## src/rtl/alu_pkg.sv

```systemverilog
// Shared definitions for the ALU and its command sequencer.
//   - 4-bit opcode constants and the legality check used by the controller.
//   - Controller state encoding.
package alu_pkg;

  localparam int unsigned OP_W = 4;

  localparam logic [OP_W-1:0] OP_PASS_A = 4'b0000;
  localparam logic [OP_W-1:0] OP_PASS_B = 4'b0001;
  localparam logic [OP_W-1:0] OP_NOT    = 4'b0010;
  localparam logic [OP_W-1:0] OP_AND    = 4'b0011;
  localparam logic [OP_W-1:0] OP_OR     = 4'b0100;
  localparam logic [OP_W-1:0] OP_ZERO   = 4'b0101;
  localparam logic [OP_W-1:0] OP_ADD    = 4'b1000;
  localparam logic [OP_W-1:0] OP_DEC    = 4'b1001;
  localparam logic [OP_W-1:0] OP_SUB    = 4'b1010;
  localparam logic [OP_W-1:0] OP_INC    = 4'b1011;

  typedef enum logic [1:0] {
    IDLE = 2'd0,
    RUN  = 2'd1,
    DONE = 2'd2
  } state_t;

  function automatic logic is_legal_op(input logic [OP_W-1:0] op);
    case (op)
      OP_PASS_A, OP_PASS_B, OP_NOT, OP_AND, OP_OR,
      OP_ZERO, OP_ADD, OP_DEC, OP_SUB, OP_INC: is_legal_op = 1'b1;
      default:                                 is_legal_op = 1'b0;
    endcase
  endfunction

endpackage

```

## src/rtl/alu_seq_ctrl_if.sv

```systemverilog
// Command / result handshake bundle for alu_seq_ctrl.
//   cmd_*: requester -> controller (valid/ready), op, operand, repeat count.
//   res_*: controller -> consumer (valid/ready), data, zero and error flags.
//   slave modport: controller side.  master modport: requester/consumer side.
interface alu_seq_ctrl_if #(
  parameter int unsigned N = 8,
  parameter int unsigned C = 4
);
  logic         cmd_valid;
  logic         cmd_ready;
  logic [3:0]   cmd_op;
  logic [N-1:0] cmd_operand;
  logic [C-1:0] cmd_count;
  logic         res_valid;
  logic         res_ready;
  logic [N-1:0] res_data;
  logic         res_zero;
  logic         res_err;

  modport slave (
    input  cmd_valid, cmd_op, cmd_operand, cmd_count, res_ready,
    output cmd_ready, res_valid, res_data, res_zero, res_err
  );

  modport master (
    output cmd_valid, cmd_op, cmd_operand, cmd_count, res_ready,
    input  cmd_ready, res_valid, res_data, res_zero, res_err
  );
endinterface

```

## src/rtl/alu.sv

```systemverilog
// Combinational N-bit ALU.
//   a, b : operands; op : 4-bit opcode; y : result (wraps modulo 2^N).
//   Illegal opcodes produce zero.
module alu
  import alu_pkg::*;
#(
  parameter int unsigned N = 8
) (
  input  logic [N-1:0]    a,
  input  logic [N-1:0]    b,
  input  logic [OP_W-1:0] op,
  output logic [N-1:0]    y
);

  always_comb begin
    y = '0;
    case (op)
      OP_PASS_A: y = a;
      OP_PASS_B: y = b;
      OP_NOT:    y = ~a;
      OP_AND:    y = a & b;
      OP_OR:     y = a | b;
      OP_ZERO:   y = '0;
      OP_ADD:    y = a + b;
      OP_DEC:    y = a - N'(1);
      OP_SUB:    y = a - b;
      OP_INC:    y = a + N'(1);
      default:   y = '0;
    endcase
  end

endmodule

```

## src/rtl/alu_seq_ctrl.sv

```systemverilog
// Command sequencer around the shared ALU.
//   clk, rst_n : clock, async active-low reset.
//   bus        : alu_seq_ctrl_if.slave -- command in, result out.
// Each accepted command applies its op to the persistent accumulator and the
// command operand count+1 times, then presents the accumulator until taken.
// Illegal opcodes skip RUN and report res_err with the accumulator untouched.
module alu_seq_ctrl
  import alu_pkg::*;
#(
  parameter int unsigned N = 8,
  parameter int unsigned C = 4
) (
  input  logic          clk,
  input  logic          rst_n,
  alu_seq_ctrl_if.slave bus
);

  state_t            state_q, state_d;
  logic [N-1:0]      acc_q, acc_d;
  logic [C-1:0]      cnt_q, cnt_d;
  logic [OP_W-1:0]   op_q, op_d;
  logic [N-1:0]      operand_q, operand_d;
  logic              err_q, err_d;
  logic [N-1:0]      alu_y;

  alu #(.N(N)) u_alu (
    .a  (acc_q),
    .b  (operand_q),
    .op (op_q),
    .y  (alu_y)
  );

  always_comb begin
    state_d   = state_q;
    acc_d     = acc_q;
    cnt_d     = cnt_q;
    op_d      = op_q;
    operand_d = operand_q;
    err_d     = err_q;
    case (state_q)
      IDLE: begin
        if (bus.cmd_valid) begin
          op_d      = bus.cmd_op;
          operand_d = bus.cmd_operand;
          if (is_legal_op(bus.cmd_op)) begin
            cnt_d   = bus.cmd_count;
            state_d = RUN;
          end else begin
            err_d   = 1'b1;
            state_d = DONE;
          end
        end
      end
      RUN: begin
        acc_d = alu_y;
        // Final iteration leaves RUN on the same edge that commits it.
        if (cnt_q == '0) state_d = DONE;
        else             cnt_d   = cnt_q - C'(1);
      end
      DONE: begin
        if (bus.res_ready) begin
          state_d = IDLE;
          err_d   = 1'b0;
        end
      end
      default: state_d = IDLE;
    endcase
  end

  always_ff @(posedge clk or negedge rst_n) begin
    if (!rst_n) begin
      state_q   <= IDLE;
      acc_q     <= '0;
      cnt_q     <= '0;
      op_q      <= '0;
      operand_q <= '0;
      err_q     <= 1'b0;
    end else begin
      state_q   <= state_d;
      acc_q     <= acc_d;
      cnt_q     <= cnt_d;
      op_q      <= op_d;
      operand_q <= operand_d;
      err_q     <= err_d;
    end
  end

  assign bus.cmd_ready = (state_q == IDLE);
  assign bus.res_valid = (state_q == DONE);
  assign bus.res_data  = acc_q;
  assign bus.res_zero  = (acc_q == '0);
  assign bus.res_err   = err_q;

endmodule

```

## src/flat_wrapper.sv

```systemverilog
// flat-port wrapper written by rule: the top's interface ports become plain ports
module alu_seq_ctrl_flat import alu_pkg::*;
#(
  parameter int unsigned N = 8,
  parameter int unsigned C = 4
)
  (clk, rst_n, bus_cmd_valid, bus_cmd_op, bus_cmd_operand, bus_cmd_count, bus_res_ready, bus_cmd_ready, bus_res_valid, bus_res_data, bus_res_zero, bus_res_err);
  alu_seq_ctrl_if #(.N(N), .C(C)) bus_i ();
  input  logic clk;
  input  logic rst_n;
  input wire logic [$bits(bus_i.cmd_valid)-1:0] bus_cmd_valid;
  input wire logic [$bits(bus_i.cmd_op)-1:0] bus_cmd_op;
  input wire logic [$bits(bus_i.cmd_operand)-1:0] bus_cmd_operand;
  input wire logic [$bits(bus_i.cmd_count)-1:0] bus_cmd_count;
  input wire logic [$bits(bus_i.res_ready)-1:0] bus_res_ready;
  output wire logic [$bits(bus_i.cmd_ready)-1:0] bus_cmd_ready;
  output wire logic [$bits(bus_i.res_valid)-1:0] bus_res_valid;
  output wire logic [$bits(bus_i.res_data)-1:0] bus_res_data;
  output wire logic [$bits(bus_i.res_zero)-1:0] bus_res_zero;
  output wire logic [$bits(bus_i.res_err)-1:0] bus_res_err;
  assign bus_i.cmd_valid = bus_cmd_valid;
  assign bus_i.cmd_op = bus_cmd_op;
  assign bus_i.cmd_operand = bus_cmd_operand;
  assign bus_i.cmd_count = bus_cmd_count;
  assign bus_i.res_ready = bus_res_ready;
  assign bus_cmd_ready = bus_i.cmd_ready;
  assign bus_res_valid = bus_i.res_valid;
  assign bus_res_data = bus_i.res_data;
  assign bus_res_zero = bus_i.res_zero;
  assign bus_res_err = bus_i.res_err;
  alu_seq_ctrl #(.N(N), .C(C)) u_core (.clk(clk), .rst_n(rst_n), .bus(bus_i));
endmodule
```

## config.mk

```make
export PLATFORM = sky130hd
export DESIGN_NAME = alu_seq_ctrl_flat
export DESIGN_NICKNAME = d
export VERILOG_FILES = /design/src/rtl/alu_pkg.sv /design/src/rtl/alu_seq_ctrl_if.sv /design/src/rtl/alu.sv /design/src/rtl/alu_seq_ctrl.sv /design/src/flat_wrapper.sv
export SDC_FILE = /design/constraint.sdc
export NUM_CORES = 1
export LEC_CHECK = 0
export ABC_AREA = 1
export CAP_MARGIN = 20
export CORE_UTILIZATION = 55
export CTS_CLUSTER_DIAMETER = 80
export DETAILED_ROUTE_END_ITERATION = 10
export HOLD_SLACK_MARGIN = 0.06
export MAX_ROUTING_LAYER = met4
export PLACE_DENSITY_LB_ADDON = 0.15
export SYNTH_ARGS = -nofsm -noshare
export SYNTH_HDL_FRONTEND = slang
export SYNTH_HIERARCHICAL = 1
export SYNTH_SLANG_ARGS = --single-unit
```

## constraint.sdc

```tcl
create_clock -name clk -period 2.8 [get_ports clk]
set_clock_uncertainty 0.1 [all_clocks]
set_input_delay 0.7 -clock clk [delete_from_list [all_inputs] [get_ports clk]]
set_output_delay 0.7 -clock clk [all_outputs]
set_load 0.02 [all_outputs]
```

### Word level (Yosys, flattened, before mapping)

Memories as Yosys holds them, arrays and structs flattened.
Cells that the tools add are included.

* register bits after elaboration: 27
* memory bits (read-only): 16
* input bits: 20
* word-level logic and storage cells: 59
* memories: 1

* add/sub/neg operators: 5
* equal/unequal tests: 16
* muxes and demuxes: 16
* bitwise logic cells: 4
* reduce and logical (&&, ||, !) cells: 11

Memories
* (name not given): words 16, bits a word 1, read ports 1, clocked after memory_dff 0, wr ports 0, RTL line alu_pkg.sv:26 `case (op)`

Operators by type and width (number)
* $pmux W8 S9: 1
* $eq A4 B4 Y1 const B: 4
* $mux W4: 3
* $add A8 B1 Y8 const B: 1
* $add A8 B8 Y8: 1
* $and A8 B8 Y8: 1
* $eq A4 B2 Y1 const B: 2
* $logic_not A4 Y1: 2
* $logic_not A8 Y1: 1
* $mux W2: 4
* $ne A2 B2 Y1 const B: 4
* $not A8 Y8: 1
* $or A8 B8 Y8: 1
* $pmux W4 S2: 1
* $reduce_and A4 Y1: 2
* $sub A8 B1 Y8 const B: 1
* $sub A8 B8 Y8: 1
* $pmux W2 S3: 1
* $mux W1: 5
* $eq A4 B1 Y1 const B: 1
* $eq A4 B3 Y1 const B: 1
* $ne A2 B1 Y1 const B: 2
* $reduce_and A2 Y1: 2
* $reduce_bool A2 Y1: 2
* other kinds (7): 7

### Depth between registers and ports, before layout

An unclocked memory read counts as a cell.

* depth after elaboration: 6
* depth in mapped cells: 17

### Hierarchy

The synthesis kept the hierarchy.

Modules (own cells, without submodules)
* alu_seq_ctrl: times used 1, cells each 138, area each 1270.0 um^2
* alu: times used 1, cells each 172, area each 929.6 um^2

### Least setup slack after synthesis

OpenSTA, ideal clock, no wires.

* path kind: register to register
* from: reg u_core.op_q[1]
* to: reg u_core.acc_q[6], in the netlist u_core/bus.res_data[6]
* setup time: 0.118 ns
* data arrival time: 2.216 ns
* data required time: 2.582 ns
* slack: 0.367 ns
* cell stages (with the launch flop): 16
* path buffers: 0
* path through: dfrtp_1 inv_2 nor2_1 inv_1 o21ai_1 inv_1 ha_1 a21oi_1 nand2_1 a21oi_1 o21bai_1 or2_2 nand3_1 nand2_1 nand2_1 nand2_1

RTL lines
* start, declared: RTL line alu_seq_ctrl.sv:21 `logic [OP_W-1:0] op_q, op_d;`
* start signal, assigned: RTL line alu_seq_ctrl.sv:82 `op_q <= op_d;`
* $eq A4 B4 Y1 (tied with other cells): RTL line alu.sv:17 `case (op)`
* $pmux W8 S9 (*): RTL line alu.sv:17
* named net u_core.alu_y[6]: RTL line alu_seq_ctrl.sv:24 `logic [N-1:0] alu_y;`
* end signal, assigned: RTL line alu_seq_ctrl.sv:73 `acc_q <= '0;`
* end signal, assigned: RTL line alu_seq_ctrl.sv:80 `acc_q <= acc_d;`
* end, declared: RTL line alu_seq_ctrl.sv:19 `logic [N-1:0] acc_q, acc_d;`

The timed path passes the listed nets; every way through them passes the cells marked *.
A chain may end at the register's enable or synchronous reset.

### Worst setup path after layout

* from: reg u_core.acc_q[3], in the netlist u_core/bus.res_data[3]
* to: out bus_res_zero

* cells in the longest elaborated chain, start to end: 1

RTL lines
* $logic_not A8 Y1: RTL line alu_seq_ctrl.sv:91 `assign bus.res_zero = (acc_q == '0);`
* end, declared: RTL line flat_wrapper.sv:19 `output wire logic [$bits(bus_i.res_zero)-1:0] bus_res_zero;`

No other way between the ends.

==> reports/results.txt <==
Synth top area share: 0.307
Pin count of the biggest net entering global routing: 28
Drt drc: 0
Crit. End Element: primary output
Die footprint: 4260 µm²
Avg Cell Area, Syn: 7.10 µm²
Std cell rows: 22
Main synth FF type: dfrtp_1
Via count: 2205
Comb power frac: 0.686
Clk buf depth: 2
Main combinational cell family by area after synthesis: simple AND/OR/NAND/NOR gates
Layout cells sized above 1: 0.174
Achievable Freq: 0.381 GHz
Mux cell area share after synthesis: 0.0614
#FFs+latches synth: 27
Critical hold path startpoint: u_core/cnt_q[1]$_DFFE_PN0P_
Tcrit/Tclk final: 0.938
PwrDens: 1240 nW/µm²
H-tree levels: 1
Clock Power Share: 0.067
Yosys cell types: 35
Ant. Diodes: 0
Cts bufs inserted: 3
Worst Tran Pin Value: 0.355 ns
Gpl congestion: 0.977
Antenna-violating nets left: 0
Slew Limit Headroom: 0.762
Final Slew Violations: 0
Final Hold Viols: 0
Xor and xnor area share after synthesis: 0
WL per Instance: 14.2 µm
Syn nets: 341
CTS tree: built
Sw power: 1.75 mW
R2r startpoint: u_core/operand_q[0]$_DFFE_PN0P_
Fin crit period: 2.63 ns
Class of the worst hold path: flip-flop to flip-flop
Initial Util: 0.588
Arrival time at the worst endpoint: 1.83 ns
Number of global-route vias before repair: 1982
Setup-failing EPs final: 0
Worst-path maximum fanout: 6
Mapped Area: 2200 µm²
Crit start category: flip-flop
Simple-gate share of the synthesized area: 0.302
Die W: 65.2 µm
Clock sink count: 27
Power Total: 3.43 mW
Critical setup path kind: flip-flop to primary output
Peak supply drop: 815 µV
Syn Inst Count: 310
Leak: 1.38 nW
Port Buffer Count: 31
Post-synthesis sequential area ratio: 0.307
Overflow after GRT: 0
Gr usage total: 0.300
Synthesis Warnings: 6
Placeable Area: 3740 µm²
Hold EP: u_core/cnt_q[1]$_DFFE_PN0P_
Area contributors post-synth: dfrtp_1 (31%), nand2_1 (15%), inv_1 (7.0%), o21ai_0 (6.1%), ha_1 (5.7%)
Die Ht: 65.2 µm
Fraction of registers with async set/reset: 1.00
Outcome: finished, final reports clean
DP HPWL: 4490 µm
Clock latency on the worst-skew pair: 0.28 ns
Cells on Worst Hold Path: 2
# fillers: 305
Placed Area: 2600 µm²
Antenna violations before repair: 0
Synthesized-area fraction occupied by adder cells: 0.0660
Internal Pwr Total: 1.68 mW
Worst R2R Path Depth: 17
Worst reg2reg setup slack: 0.19 ns
DRT Wirelength: 5750 µm
Leading area contributor after synthesis: dfrtp_1
Number of synthesized flops with an enable pin: 0
Reg2reg end: u_core/bus.res_data[7]$_DFFE_PN0P_
Reg power frac: 0.247
Clock Root Buffer: clkbuf_8
Vias per cell: 5.46
I/O pin total: 32
DRT iter0 DRCs: 237
Global-route wire length before repair: 9580 µm
Max Cap Viol: 0
Setup_tns: 0 ns
Sw Share: 0.511
CP required: 2.00 ns
Area grow syn2layout: 25.1%
Number of nets in the layout: 388
Reg clk slew, reported paths: 0.09 ns
Finished layout cell area: 2750 µm²
Synth Area in Compound Gates: 0.167
DR pass1 iterations: 4
==> power by group through the flow <==
stage | combinational [mW] | sequential [mW] | clock [mW]
4_1_cts | 2.17 | 0.830 | 0.235
3_5_place_dp | 2.15 | 0.837 | 0
5_1_grt | 2.62 | 0.874 | 0.251
6_report | 2.35 | 0.847 | 0.229
2_1_floorplan | 1.50 | 0.852 | 0
3_3_place_gp | 2.14 | 0.834 | 0
==> kinds of logic (layout without fill, tap and decap cells) <==
group           Yosys count  in the layout
fa+ha+maj                11             11
buf+inv                  51             97
simple gates            146            146
compound gates           65             65
mux                      10             10
flops                    27             27
==> cells in the final DEF, fill, tap and decap left out, types with 3 or more instances in the layout <==
cell / instances
nand2_1: 88
inv_1: 39
clkdlybuf4s50_1: 31
dfrtp_1: 25
o21ai_0: 22
a21oi_1: 19
nor2_1: 17
nand3_1: 15
buf_4: 14
inv_2: 8
ha_1: 8
o21ai_1: 7
mux2_4: 6
o2111ai_1: 5
nor2_4: 4
nor4_1: 4
mux2_2: 4
clkbuf_8: 3
nor2_2: 3
a22oi_1: 3
nand3_2: 3
==> stage by stage <==
step,hold WS [ns],std cells,utilization,setup slack (ns)
after floorplan,0.304,310,-,0.367
after global placement,0.392,394,0.695,0.132
after detailed placement,0.399,394,0.695,0.104
after CTS,0.424,398,0.708,0.0791
after global routing,0.442,404,0.735,-0.0195
final,0.426,404,0.735,0.174
==> cell type report <==
cell class	instances	area [µm²]	area share
clock inverters	1	8.76	0.00318
clock buffers	3	41.3	0.0150
multi-input cells	232	1370	0.497
repair buffers	45	415	0.151
flip-flops and latches	27	678	0.246
inverters	48	181	0.0659
well taps	48	60.1	0.0218
==> synthesized netlist by cell type, types with 3 or more instances <==
library cell and n:
mux2_4 6, nor2_1 18, o21ai_0 27, nand3_1 16, a21oi_1 21, a22oi_1 3
o2111ai_1 5, inv_1 41, nor2_2 3, nor2_4 3, inv_2 6, ha_1 10
nor4_1 4, mux2_2 4, nand2_1 88, dfrtp_1 27
==> registers in the layout, indices dropped and copies added, names as in the netlist <==
signal and flops:
u_core/bus.res_err 1, u_core/bus.res_data 8, u_core/state_q 2, u_core/cnt_q 4, u_core/operand_q 8, u_core/op_q 4
==> per-layer routing <==
metal	vias up	track usage	part of all wire
li1	1116	-	-
met1	985	0.414	0.46
met2	94	0.473	0.46
met3	10	0.0365	0.059
met4	0	0.0679	0.017
met5	-	-	0
==> critical path, stage by stage, from the launching register on <==
cell and delay, ns:
dfrtp_1 0.50, nor4_1 0.30, and2_1 0.16, clkdlybuf4s50_1 0.59
==> worst max path at each step <==
stage,to,from,slack [ns],cells after the start
6_report,bus_res_zero,u_core/bus.res_data[3]$_DFFE_PN0P_,0.17,3
5_1_grt,u_core/bus.res_data[7]$_DFFE_PN0P_,u_core/operand_q[0]$_DFFE_PN0P_,-0.02,17
4_1_cts,u_core/bus.res_data[6]$_DFFE_PN0P_,u_core/op_q[2]$_DFFE_PN0P_,0.08,17
3_5_place_dp,u_core/bus.res_data[6]$_DFFE_PN0P_,u_core/op_q[2]$_DFFE_PN0P_,0.10,17
3_3_place_gp,u_core/bus.res_data[6]$_DFFE_PN0P_,u_core/op_q[2]$_DFFE_PN0P_,0.13,16
2_1_floorplan,u_core/bus.res_data[6]$_DFFE_PN0P_,u_core/op_q[1]$_DFFE_PN0P_,0.37,15
==> what timing repair did <==
action,in CTS,in global routing
setup buffers,0,6
gates resized for setup,0,19
hold buffers,0,0
endpoints found under the setup margin,0,5
(Power assumes the default switching activity.)
